### src/rtl/ex_stage.sv
// tinyriscv execute stage: EX register feeding the ALU, EX/MEM output register,
// and branch/jump resolution producing a one-cycle front-end redirect.
module ex_stage #(
    parameter int CTRL_W = 8
) (
    input  logic              clk,
    input  logic              rst,

    input  logic              id_valid,
    output logic              id_ready,
    input  logic [31:0]       id_a,
    input  logic [31:0]       id_b,
    input  logic [4:0]        id_op,
    input  logic [31:0]       id_pc,
    input  logic [31:0]       id_imm,
    input  logic [1:0]        id_kind,
    input  logic [4:0]        id_rd,
    input  logic              id_wen,
    input  logic [CTRL_W-1:0] id_ctrl,

    output logic [31:0]       alu_a,
    output logic [31:0]       alu_b,
    output logic [4:0]        alu_op,
    output logic [31:0]       alu_pc,
    input  logic [31:0]       alu_c,
    input  logic              alu_zero,

    output logic              out_valid,
    input  logic              out_ready,
    output logic [31:0]       out_result,
    output logic [4:0]        out_rd,
    output logic              out_wen,
    output logic [CTRL_W-1:0] out_ctrl,

    output logic              redirect_valid,
    output logic [31:0]       redirect_pc
);

    localparam logic [4:0] ALUOP_nop = 5'd0;

    typedef enum logic [1:0] {
        KIND_PLAIN  = 2'd0,
        KIND_BRANCH = 2'd1,
        KIND_JAL    = 2'd2,
        KIND_JALR   = 2'd3
    } kind_e;

    logic              ex_valid;
    logic [31:0]       ex_a;
    logic [31:0]       ex_b;
    logic [4:0]        ex_op;
    logic [31:0]       ex_pc;
    logic [31:0]       ex_imm;
    kind_e             ex_kind;
    logic [4:0]        ex_rd;
    logic              ex_wen;
    logic [CTRL_W-1:0] ex_ctrl;

    logic              advance;
    logic              taken;
    logic [31:0]       target;
    logic [31:0]       link;

    assign advance  = ex_valid & (~out_valid | out_ready);
    assign id_ready = ~ex_valid | advance;

    always_comb begin
        alu_a  = '0;
        alu_b  = '0;
        alu_op = ALUOP_nop;
        alu_pc = '0;
        if (ex_valid) begin
            alu_a  = ex_a;
            alu_b  = ex_b;
            alu_op = ex_op;
            alu_pc = ex_pc;
        end
    end

    always_comb begin
        taken  = 1'b0;
        target = ex_pc + ex_imm;
        link   = ex_pc + 32'd4;
        case (ex_kind)
            KIND_BRANCH: taken = alu_zero;
            KIND_JAL:    taken = 1'b1;
            KIND_JALR: begin
                taken  = 1'b1;
                target = (ex_a + ex_imm) & ~32'd1;
            end
            default:     taken = 1'b0;
        endcase
    end

    assign redirect_valid = advance & taken;
    assign redirect_pc    = redirect_valid ? target : '0;

    // An ID handshake in a redirect cycle is on the wrong path, so EX empties instead.
    always_ff @(posedge clk) begin
        if (rst) begin
            ex_valid <= 1'b0;
            ex_a     <= '0;
            ex_b     <= '0;
            ex_op    <= ALUOP_nop;
            ex_pc    <= '0;
            ex_imm   <= '0;
            ex_kind  <= KIND_PLAIN;
            ex_rd    <= '0;
            ex_wen   <= 1'b0;
            ex_ctrl  <= '0;
        end else if (id_ready) begin
            ex_valid <= id_valid & ~redirect_valid;
            if (id_valid) begin
                ex_a    <= id_a;
                ex_b    <= id_b;
                ex_op   <= id_op;
                ex_pc   <= id_pc;
                ex_imm  <= id_imm;
                ex_kind <= kind_e'(id_kind);
                ex_rd   <= id_rd;
                ex_wen  <= id_wen;
                ex_ctrl <= id_ctrl;
            end
        end
    end

    always_ff @(posedge clk) begin
        if (rst) begin
            out_valid  <= 1'b0;
            out_result <= '0;
            out_rd     <= '0;
            out_wen    <= 1'b0;
            out_ctrl   <= '0;
        end else if (advance) begin
            out_valid  <= 1'b1;
            out_result <= (ex_kind == KIND_JAL || ex_kind == KIND_JALR) ? link : alu_c;
            out_rd     <= ex_rd;
            out_wen    <= ex_wen & (ex_kind != KIND_BRANCH);
            out_ctrl   <= ex_ctrl;
        end else if (out_ready) begin
            out_valid  <= 1'b0;
        end
    end

endmodule

### config.mk
export PLATFORM = sky130hd
export DESIGN_NAME = ex_stage
export DESIGN_NICKNAME = d
export VERILOG_FILES = /design/src/rtl/ex_stage.sv
export SDC_FILE = /design/constraint.sdc
export NUM_CORES = 1
export LEC_CHECK = 0
export BUFFER_PORTS_ARGS = -buffer_cell sky130_fd_sc_hd__buf_4
export CAP_MARGIN = 10
export CORE_UTILIZATION = 57
export DETAILED_ROUTE_END_ITERATION = 7
export HOLD_SLACK_MARGIN = 0.08
export PLACE_DENSITY_LB_ADDON = 0.3
export RECOVER_POWER = 25
export SLEW_MARGIN = 0
export SYNTH_ARGS = -nofsm -noshare
export SYNTH_HDL_FRONTEND = slang
export SYNTH_SLANG_ARGS = --single-unit
### constraint.sdc
create_clock -name clk -period 8.9 [get_ports clk]
set_input_delay 2.67 -clock clk [delete_from_list [all_inputs] [get_ports clk]]
set_output_delay 2.67 -clock clk [all_outputs]
set_load 0.01 [all_outputs]
After elaboration in Yosys (flattened, before gate mapping). Cells that the tools add are included.

Add/sub/neg operators: 3. Multiplexer cells: 10. Bitwise gates (word level): 9. Reduce and logical (&&, ||, !) cells: 4. Eq/ne operators: 4.

Operators with widths (count): two-way mux 32 bit (6); adder 32 bit (2); adder 32 x 3 -> 32 bit, second input constant (1); two-way mux 5 bit (1); bitwise AND 1 bit (4); == test 2 bit, second input constant (2); inverter 1 bit (3); == test 2 x 1 -> 1 bit, second input constant (1); two-way mux 1 bit (2); != test 2 x 1 -> 1 bit, second input constant (1); bitwise OR 1 bit (2); one-hot mux 1 bit (2 select lines) (1); AND reduction 2 bit (1); nonzero test 2 bit (1); OR reduction 2 bit (1); logical OR 1 bit (1).

Input bits: 186. Flip-flop bits (word level): 197. Output and inout port bits: 182.

Logic depth before layout (Yosys ltp). Gate-level depths: netlist of run 1.

Depth in word-level cells: 6. Mapped depth: 12. Mapped depth without buffers: 12.

Worst setup path before layout of run 1. OpenSTA, ideal clock, no wires.

Path type: input -> output. From: input port out_ready. To: output port redirect_pc[29]. Arrival time: 3.931 ns. Slack: 2.299 ns. Buffers on the path: 1. Stages on the path: 9. Data required time: 6.230 ns. Cells stage by stage: nand2b_1 and2_1 clkbuf_1 nand2b_1 inv_1 nand2_2 nor3_1 mux2i_1 o211ai_1.

Cells in the longest elaborated chain, start to end: 4.

Ends and longest elaborated chain: start, declared (line 29) `input logic out_ready,`; bitwise OR 1 bit (line 64) `assign advance = ex_valid & (~out_valid | out_ready);`; bitwise AND 1 bit (line 64); bitwise AND 1 bit (line 95) `assign redirect_valid = advance & taken;`; named net redirect_valid (line 35) `output logic redirect_valid,`; two-way mux 32 bit (line 96) `assign redirect_pc = redirect_valid ? target : '0;`; end, declared (line 36) `output logic [31:0] redirect_pc`.

The timed path passes the listed nets, and every way through them passes these cells.

Worst setup path in the final report of run 1.
From: input port out_ready. To: output port redirect_pc[29].

Cells in the longest elaborated chain, start to end: 4.

Ends and longest elaborated chain (line): bitwise OR 1 bit (64); bitwise AND 1 bit (64); bitwise AND 1 bit (95); two-way mux 32 bit (96).

Every way passes these cells.

==> key figures, run 1 <==
Pwr
  • Combinational power share: 19.0%
  • P per Cell Area: 146 nW/um2
  • Leakage power: between 6 and 7 nW
  • Int Pwr: 0.00150 W
  • Maximum vdd drop: between 0.1 and 0.15 mV
  • Switching Share: 32.0%
  • NetSw: 0.000706 W
  • Flop pwr share: 44.4%
  • Clock power share: 36.6%

Floorplanning
  • Die W: 147 um
  • Starting Density: 58.9%
  • IO Count: 368
  • Row Count: 52
  • Core Area: 20400 um2
  • Die ar.: 21700 um2
  • Die height: 147 um

Place
  • I/O Buffers: 367
  • Post-DP HPWL: 29.4 mm
  • Placer Congestion: 0.948

Worst setup path
  • WS Path Type: in -> out
  • FF-to-FF setup slack: 4.87 ns
  • Setup crit end kind: output port
  • Worst endpoint required time: around 6.2 ns
  • Critical path's slowest cell: inv_1
  • Reg2reg end: ex_imm[5]
  • CP Launch Type: input pin
  • Cells along the critical path: clkbuf_4 -> nand2b_1 -> and2_1 -> buf_4 -> nand2b_1 -> buf_4 -> inv_1 -> nand2_2 -> nor3_1 -> mux2i_1 -> o211ai_1 -> buf_4
  • Arrival time worst endpoint: ~4.9 ns
  • R2R Path Start: ex_valid
  • CP most frequent cell: buf_4
  • Worst-case reg-to-reg path depth: 6
  • Worst-path fanout max: 25
  • CP peak stage delay: about 0.33 ns

Timing
  • Max-slew violations: 200
  • Setup TNS: 0 ns
  • Slew @ Worst Pin: 4.42 ns
  • Unrepaired setup endpoints after global routing: no
  • Max Clock Freq: 132 MHz
  • Setup violation total in the final timing report: 0
  • Final Hold Viols: 0
  • Tcrit/Tclk final: roughly 85%
  • Post-layout minimum cycle time: 7.60 ns
  • Layout Skew: ~0.015 ns
  • Worst slew margin: -194%

Synthesis
  • Post-synthesis sequential area ratio: 32.8%
  • Largest family of logic cells by synthesized area: simple AND/OR/NAND/NOR gates
  • Synthesized area: 12000 um2
  • Top cell type's share of synthesized area: 32.8%
  • Main area contributors after synthesis: dfxtp_1 (33%), nand2_1 (12%), a21oi_1 (11%)
  • Post-synthesis mux area share: less than 1%
  • Netlist cell types: 77
  • Synth Net Count: 1886
  • Asr flop ratio synth: 0%
  • Main flop type after synthesis: dfxtp_1
  • Area share of fa/ha/maj cells after synthesis: 6.78%
  • Flip-flop and latch count after synthesis: 197
  • Simple-gate share of the synthesized area: 27.9%
  • Avg Cell Area, Syn: between 7 and 8 um2
  • Mapped Cells: about 1600
  • Synth Area in Compound Gates: 22.4%
  • Total of warnings raised by yosys: 0
  • Synth Area in XOR/XNOR: ~5.3%
  • Largest area contributor in the netlist: dfxtp_1
  • Number of synthesized flops with an enable pin: 0

Layout
  • # diodes: 0
  • Post-Route Utilization: 74.2%
  • Layout cells sized above 1: 20.2%
  • Filler instances: roughly 1700
  • Area delta synth->final: 26.1%
  • Layout net count: 2180

GRT
  • Antenna violations before repair: 0
  • Overall routing resource usage: 36.3%
  • Vias in the first global route: roughly 12000
  • Grt total ovfl: 0
  • First-pass GRT wire length: 62.5 mm
  • Largest net degree at the start of global routing: 109

Job
  • Max_cap viols: 2

Clock network
  • Worst-Skew Late Latency: 0.45 ns
  • CTS hold repair buffers: 0
  • Max clock buf depth: 2
  • Post-CTS resize count: 0
  • CTS tree: built
  • Clk slew on worst S/H paths: 0.08 ns
  • Clk sinks: around 200
  • H-tree depth: 4
  • Cts bufs inserted: 17
  • Root buffer cell: clkbuf_16
  • Post-CTS setup buffers: 0

Detailed routing
  • First-pass DRT Iterations: 8
  • Drt drc: 0
  • Routed WL per cell: 18.1 um
  • Vias post-DR: 12800
  • Routed Antenna Nets: 0
  • Via/cell ratio: 5.77
  • WL final: about 40 mm
  • 1st-iter DRT viols: between 900 and 1000

Worst hold path
  • Worst Hold Class: reg -> reg
  • Worst hold start: ex_b[17]
  • Hold EP: ex_b[17]
  • Hold path depth: 2

Status
  • Run status: finished with violations
  • Failing checks: max-capacitance violations, max-slew violations
[cell usage after synthesis (4+ instances only)]
cell type,number
nand4_1,15
nand2_1,394
buf_1,8
a2111oi_0,4
dfxtp_1,197
a21oi_1,263
nor2_1,107
a21o_1,31
o21ai_0,26
and3_2,4
o22ai_1,8
nand3_1,20
inv_1,19
and2_1,107
mux2i_1,5
a31oi_1,8
nand2b_1,13
o21bai_1,8
or3_1,9
o21ai_1,7
a311oi_1,8
xnor2_1,35
a211oi_1,30
xor2_1,38
o31ai_1,5
buf_6,4
nor3_1,18
ha_1,62
and4_1,4
and3_1,13
o211ai_1,7
clkbuf_1,83
o21a_1,6
nor2b_1,12
[layout by cell type (no fill, tap or decap), types with 5 or more instances in the layout]
master | netlist | routed
nor3_1 | 18 | 18
or3_1 | 9 | 9
a311oi_1 | 8 | 8
inv_1 | 19 | 19
o21ai_1 | 7 | 7
ha_1 | 62 | 62
o31ai_1 | 5 | 5
xor2_1 | 38 | 38
a21o_1 | 31 | 31
nand2_1 | 394 | 393
nor2_1 | 107 | 107
dfxtp_1 | 197 | 195
mux2i_1 | 5 | 5
o22ai_1 | 8 | 8
nand4_1 | 15 | 15
o21bai_1 | 8 | 8
o21a_1 | 6 | 6
xnor2_1 | 35 | 35
buf_4 | 2 | 326
a31oi_1 | 8 | 8
a21oi_1 | 263 | 263
nand2b_1 | 13 | 13
and3_1 | 13 | 13
and2_1 | 107 | 106
clkbuf_1 | 83 | 48
nand3_1 | 20 | 20
clkbuf_16 | 0 | 17
o21ai_0 | 26 | 26
a211oi_1 | 30 | 30
nor2b_1 | 12 | 12
o211ai_1 | 7 | 7
[through the flow]
| stage | cells | total power, W | hold slack (ns) | area, um2 | setup WS (ns) |
|---|---|---|---|---|---|
| 5_1_grt | 2213 | 0.00229 | 0.466 | 15200 | 1.11 |
| 2_1_floorplan | 1636 | 0.00124 | 0.432 | 12000 | 2.30 |
| 6_report | 2213 | 0.00221 | 0.451 | 15200 | 1.30 |
| 3_5_place_dp | 2181 | 0.00142 | 0.442 | 14700 | 1.38 |
| 4_1_cts | 2213 | 0.00221 | 0.453 | 15400 | 1.36 |
| 3_3_place_gp | 2181 | 0.00141 | 0.436 | 14700 | 1.44 |
[critical path, delay by kind of cell]
kind | cells | cell delay (ns)
buffers and inverters | 5 | 1.14
and+or+nand+nor | 5 | 0.84
AOI/OAI and AO/OA | 1 | 0.15
muxes | 1 | 0.10
[per-layer routing]
metal / global-route usage [%] / vias to the layer above / wire [um]
met5: 0 / - / 0
li1: - / 6196 / -
met2: 62.2 / 580 / 19300
met1: 43.5 / 5896 / 15900
met4: 19.0 / 0 / 1940
met3: 6.02 / 104 / 2860
[power by group through the flow]
stage                     registers (W)  logic (W)  clock network (W)
after global placement         0.000995   0.000414                  0
after global routing           0.000984   0.000458           0.000851
after floorplan                0.000983   0.000261                  0
after CTS                      0.000977   0.000423           0.000812
after detailed placement       0.000998   0.000419                  0
final                          0.000979   0.000420           0.000808
[state kept, by name, indices dropped and copies added (netlist names)]
name	flops
out_ctrl	8
out_result	32
ex_pc	32
ex_a	32
ex_wen	1
ex_rd	5
ex_valid	1
ex_kind	2
out_wen	1
ex_ctrl	8
ex_imm	32
ex_b	32
out_rd	5
out_valid	1
ex_op	5
[cell type report]
| cell class | instances | area [um2] | share of cell area (%) |
|---|---|---|---|
| clock buffers | 17 | 425 | 2.81 |
| flip-flops and latches | 197 | 3950 | 26.0 |
| inverters | 19 | 71.3 | 0.470 |
| repair buffers | 376 | 2640 | 17.4 |
| multi-input cells | 1319 | 7550 | 49.8 |
| clock inverters | 15 | 190 | 1.25 |
| well taps | 270 | 338 | 2.23 |
[logic make-up after synthesis]
family                     after synthesis
AOI/OAI and AO/OA                      443
xor gates and xnor gates                73
adders and majority gates               64
buffers and inverters                  120
DFF                                    197
muxes                                    5
and+or+nand+nor                        734
[worst max-delay path by stage]
stage	start	end
2_1_floorplan	out_ready	redirect_pc[29]
3_3_place_gp	out_ready	redirect_pc[7]
3_5_place_dp	out_ready	redirect_pc[7]
4_1_cts	out_ready	redirect_pc[29]
5_1_grt	rst	out_result[25]
6_report	out_ready	redirect_pc[29]
Power figures use the tool's default switching activity.
==> run 2: changes to the inputs <==
--- a/config.mk
+++ b/config.mk
@@ -7,7 +7,7 @@
 export LEC_CHECK = 0
 export BUFFER_PORTS_ARGS = -buffer_cell sky130_fd_sc_hd__buf_4
 export CAP_MARGIN = 10
-export CORE_UTILIZATION = 57
+export CORE_UTILIZATION = 47
 export DETAILED_ROUTE_END_ITERATION = 7
 export HOLD_SLACK_MARGIN = 0.08
 export PLACE_DENSITY_LB_ADDON = 0.3
==> constraint.sdc (replaced) <==
create_clock -name clk -period 6.3 [get_ports clk]
set_input_delay 1.89 -clock clk [delete_from_list [all_inputs] [get_ports clk]]
set_output_delay 1.89 -clock clk [all_outputs]
set_load 0.01 [all_outputs]
==> run 2 against run 1 <==
Against the previous run: first-iteration DRC count down 21%; the run still ends with max-capacitance violations, max-slew violations left; sequential cell count unchanged; non-clock buffer count up 5; setup slack worse by 0.56 ns; worst hold slack better by 0.0023 ns; routed wire length up 2.6%.
==> key figures, run 2 (synthesis results as in run 1) <==
Timing
  • Setup violation total in the final timing report: 0 (unchanged)
  • Layout Skew: 0.0192 ns (was 0.0146 ns)
  • Max-slew violations: 95 (was 200)
  • Tcrit/Tclk final: 88.1%
  • Slew @ Worst Pin: 4.18 ns (was 4.42 ns)
  • Min Hold Slack: 0.453 ns (was 0.451 ns)
  • Setup TNS: 0 ns (unchanged)
  • Worst slew margin: -179% (was -194%)
  • Max Clock Freq: 180 MHz
  • Final Hold Viols: 0 (unchanged)
  • Unrepaired setup endpoints after global routing: no (unchanged)
  • Post-layout minimum cycle time: 5.55 ns

Layout
  • Layout cells sized above 1: 20.5% (was 20.2%)
  • Commonest non-fill, non-tap cell in the layout: nand2_1 (unchanged)
  • Commonest cells after routing, fill and taps aside: nand2_1 (392), buf_4 (333), a21oi_1 (263), dfxtp_1 (195), nor2_1 (107) (was nand2_1 (393), buf_4 (326), a21oi_1 (263), dfxtp_1 (195), nor2_1 (107))
  • Layout net count: 2185 (was 2180)
  • Area delta synth->final: 27.2% (was 26.1%)
  • Final Cell Area: 15300 um2 (was 15200 um2)
  • Filler instances: 2373 (was 1698)
  • # diodes: 0 (unchanged)

Detailed routing
  • WL final: 41.1 mm (was 40.0 mm)
  • Via/cell ratio: 5.58 (was 5.77)
  • 1st-iter DRT viols: 733 (was 931)
  • Drt drc: 0 (unchanged)
  • Routed Antenna Nets: 0 (unchanged)
  • First-pass DRT Iterations: 5 (was 8)
  • Vias post-DR: 12700 (was 12800)
  • Routed WL per cell: 18.0 um (was 18.1 um)

Worst setup path
  • Worst-path fanout max: 5 (was 25)
  • Critical path's slowest cell: dfxtp_1 (was inv_1)
  • FF-to-FF setup slack: 3.20 ns (was 4.87 ns)
  • R2R Path Start: ex_valid (unchanged)
  • Setup crit end kind: output port (unchanged)
  • WS Path Type: reg -> out (was in -> out)
  • Reg2reg end: ex_imm[0] (was ex_imm[5])
  • Worst-case reg-to-reg path depth: 6 (unchanged)
  • Cells along the critical path: ha_1 -> inv_1 -> fa_1 -> nand2b_1 -> a21oi_2 -> a2111oi_2 -> o31ai_2 -> o21ba_2 -> a41o_1 -> nand4_1 -> a211o_1 -> a31oi_1 -> buf_4 (was clkbuf_4 -> nand2b_1 -> and2_1 -> buf_4 -> nand2b_1 -> buf_4 -> inv_1 -> nand2_2 -> nor3_1 -> mux2i_1 -> o211ai_1 -> buf_4)
  • CP peak stage delay: 0.43 ns (was 0.33 ns)
  • CP Launch Type: register (was input pin)
  • Arrival time worst endpoint: 3.66 ns (was 4.93 ns)
  • Worst endpoint required time: 4.41 ns (was 6.23 ns)

Job
  • Max_cap viols: 1 (was 2)

Clock network
  • Clk slew on worst S/H paths: 0.09 ns (was 0.08 ns)
  • Post-CTS setup buffers: 0 (unchanged)
  • Root buffer cell: clkbuf_16 (unchanged)
  • CTS hold repair buffers: 0 (unchanged)
  • Post-CTS resize count: 0 (unchanged)
  • Clk sinks: 197 (unchanged)
  • CTS tree: built (unchanged)
  • Max clock buf depth: 2 (unchanged)
  • Worst-Skew Late Latency: 0.45 ns (about the same)
  • Cts bufs inserted: 17 (unchanged)
  • H-tree depth: 4 (unchanged)

Worst hold path
  • Worst hold start: ex_b[28] (was ex_b[17])
  • Worst Hold Class: reg -> reg (unchanged)
  • Hold path depth: 2 (unchanged)
  • Hold EP: ex_b[28] (was ex_b[17])

Pwr
  • P per Cell Area: 205 nW/um2 (was 146 nW/um2)
  • Maximum vdd drop: 0.165 mV (was 0.134 mV)
  • Leakage power: 6.85 nW (was 6.82 nW)
  • Power Total: 0.00314 W (was 0.00221 W)

GRT
  • Vias in the first global route: 11500 (was 12000)
  • Grt total ovfl: 0 (unchanged)
  • First-pass GRT wire length: 62.4 mm (was 62.5 mm)
  • Overall routing resource usage: 30.3% (was 36.3%)
  • Antenna violations before repair: 0 (unchanged)
  • Largest net degree at the start of global routing: 105 (was 109)

Place
  • Post-DP HPWL: 30.3 mm (was 29.4 mm)
  • Placer Congestion: 0.886 (was 0.948)
  • Dpl cell area: 14900 um2 (was 14700 um2)
  • I/O Buffers: 367 (unchanged)

Floorplanning
  • Die ar.: 26200 um2 (was 21700 um2)
  • Starting Density: 47.9% (was 58.9%)
  • Row Count: 58 (was 52)
  • IO Count: 368 (unchanged)
  • Core Area: 25100 um2 (was 20400 um2)
  • Die W: 162 um (was 147 um)
  • Die height: 162 um (was 147 um)

Status
  • Failing checks: max-capacitance violations, max-slew violations (unchanged)
  • Run status: finished with violations (unchanged)
run 2: layout make-up:
cell class	count	area, um2	share of cell area (%)
clock buffers	17	425	2.78
repair buffers	381	2680	17.5
multi-input cells	1319	7560	49.4
clock inverters	15	199	1.30
well taps	330	413	2.70
inverters	19	71.3	0.466
flip-flops and latches	197	3950	25.8
run 2: power by group:
group	internal, W	total, W	switching [W]	leakage, nW
clock network	0.000550	0.00116	0.000609	0.303
logic	0.000258	0.000597	0.000339	4.92
registers	0.00131	0.00138	0.0000707	1.62
total	0.00212	0.00314	0.00102	6.85
run 2: layer usage:
layer | wire [um] | part of all wire [%] | vias to the layer above | global-route usage [%]
met5 | 0 | 0 | - | 0
met4 | 1470 | 3.6 | 0 | 11.9
met3 | 2600 | 6.3 | 82 | 4.29
met2 | 19400 | 47 | 510 | 50.4
met1 | 17600 | 43 | 5909 | 39.5
li1 | - | - | 6206 | -
run 2: critical path: cells and delay by family (launching register included):
family,cells,cell delay (ns)
AOI/OAI and AO/OA,7,1.61
adders and majority gates,2,0.60
DFF,1,0.43
and+or+nand+nor,2,0.35
buffers and inverters,2,0.22
run 2: through the flow:
stage | setup WS [ns] | std cells | utilization, %
after floorplan | 1.26 | 1636 | -
after global placement | 0.908 | 2246 | 59.2
after detailed placement | 0.903 | 2246 | 59.2
after CTS | 0.748 | 2278 | 61.6
after global routing | 0.557 | 2278 | 60.9
final | 0.747 | 2278 | 60.9
run 2: worst max-delay path by stage:
stage	end	start
final	redirect_pc[30]	ex_pc[0]
after global routing	redirect_pc[17]	ex_pc[6]
after global placement	redirect_pc[29]	out_ready
after detailed placement	redirect_pc[29]	out_ready
after floorplan	redirect_pc[29]	out_ready
after CTS	redirect_pc[30]	ex_pc[0]
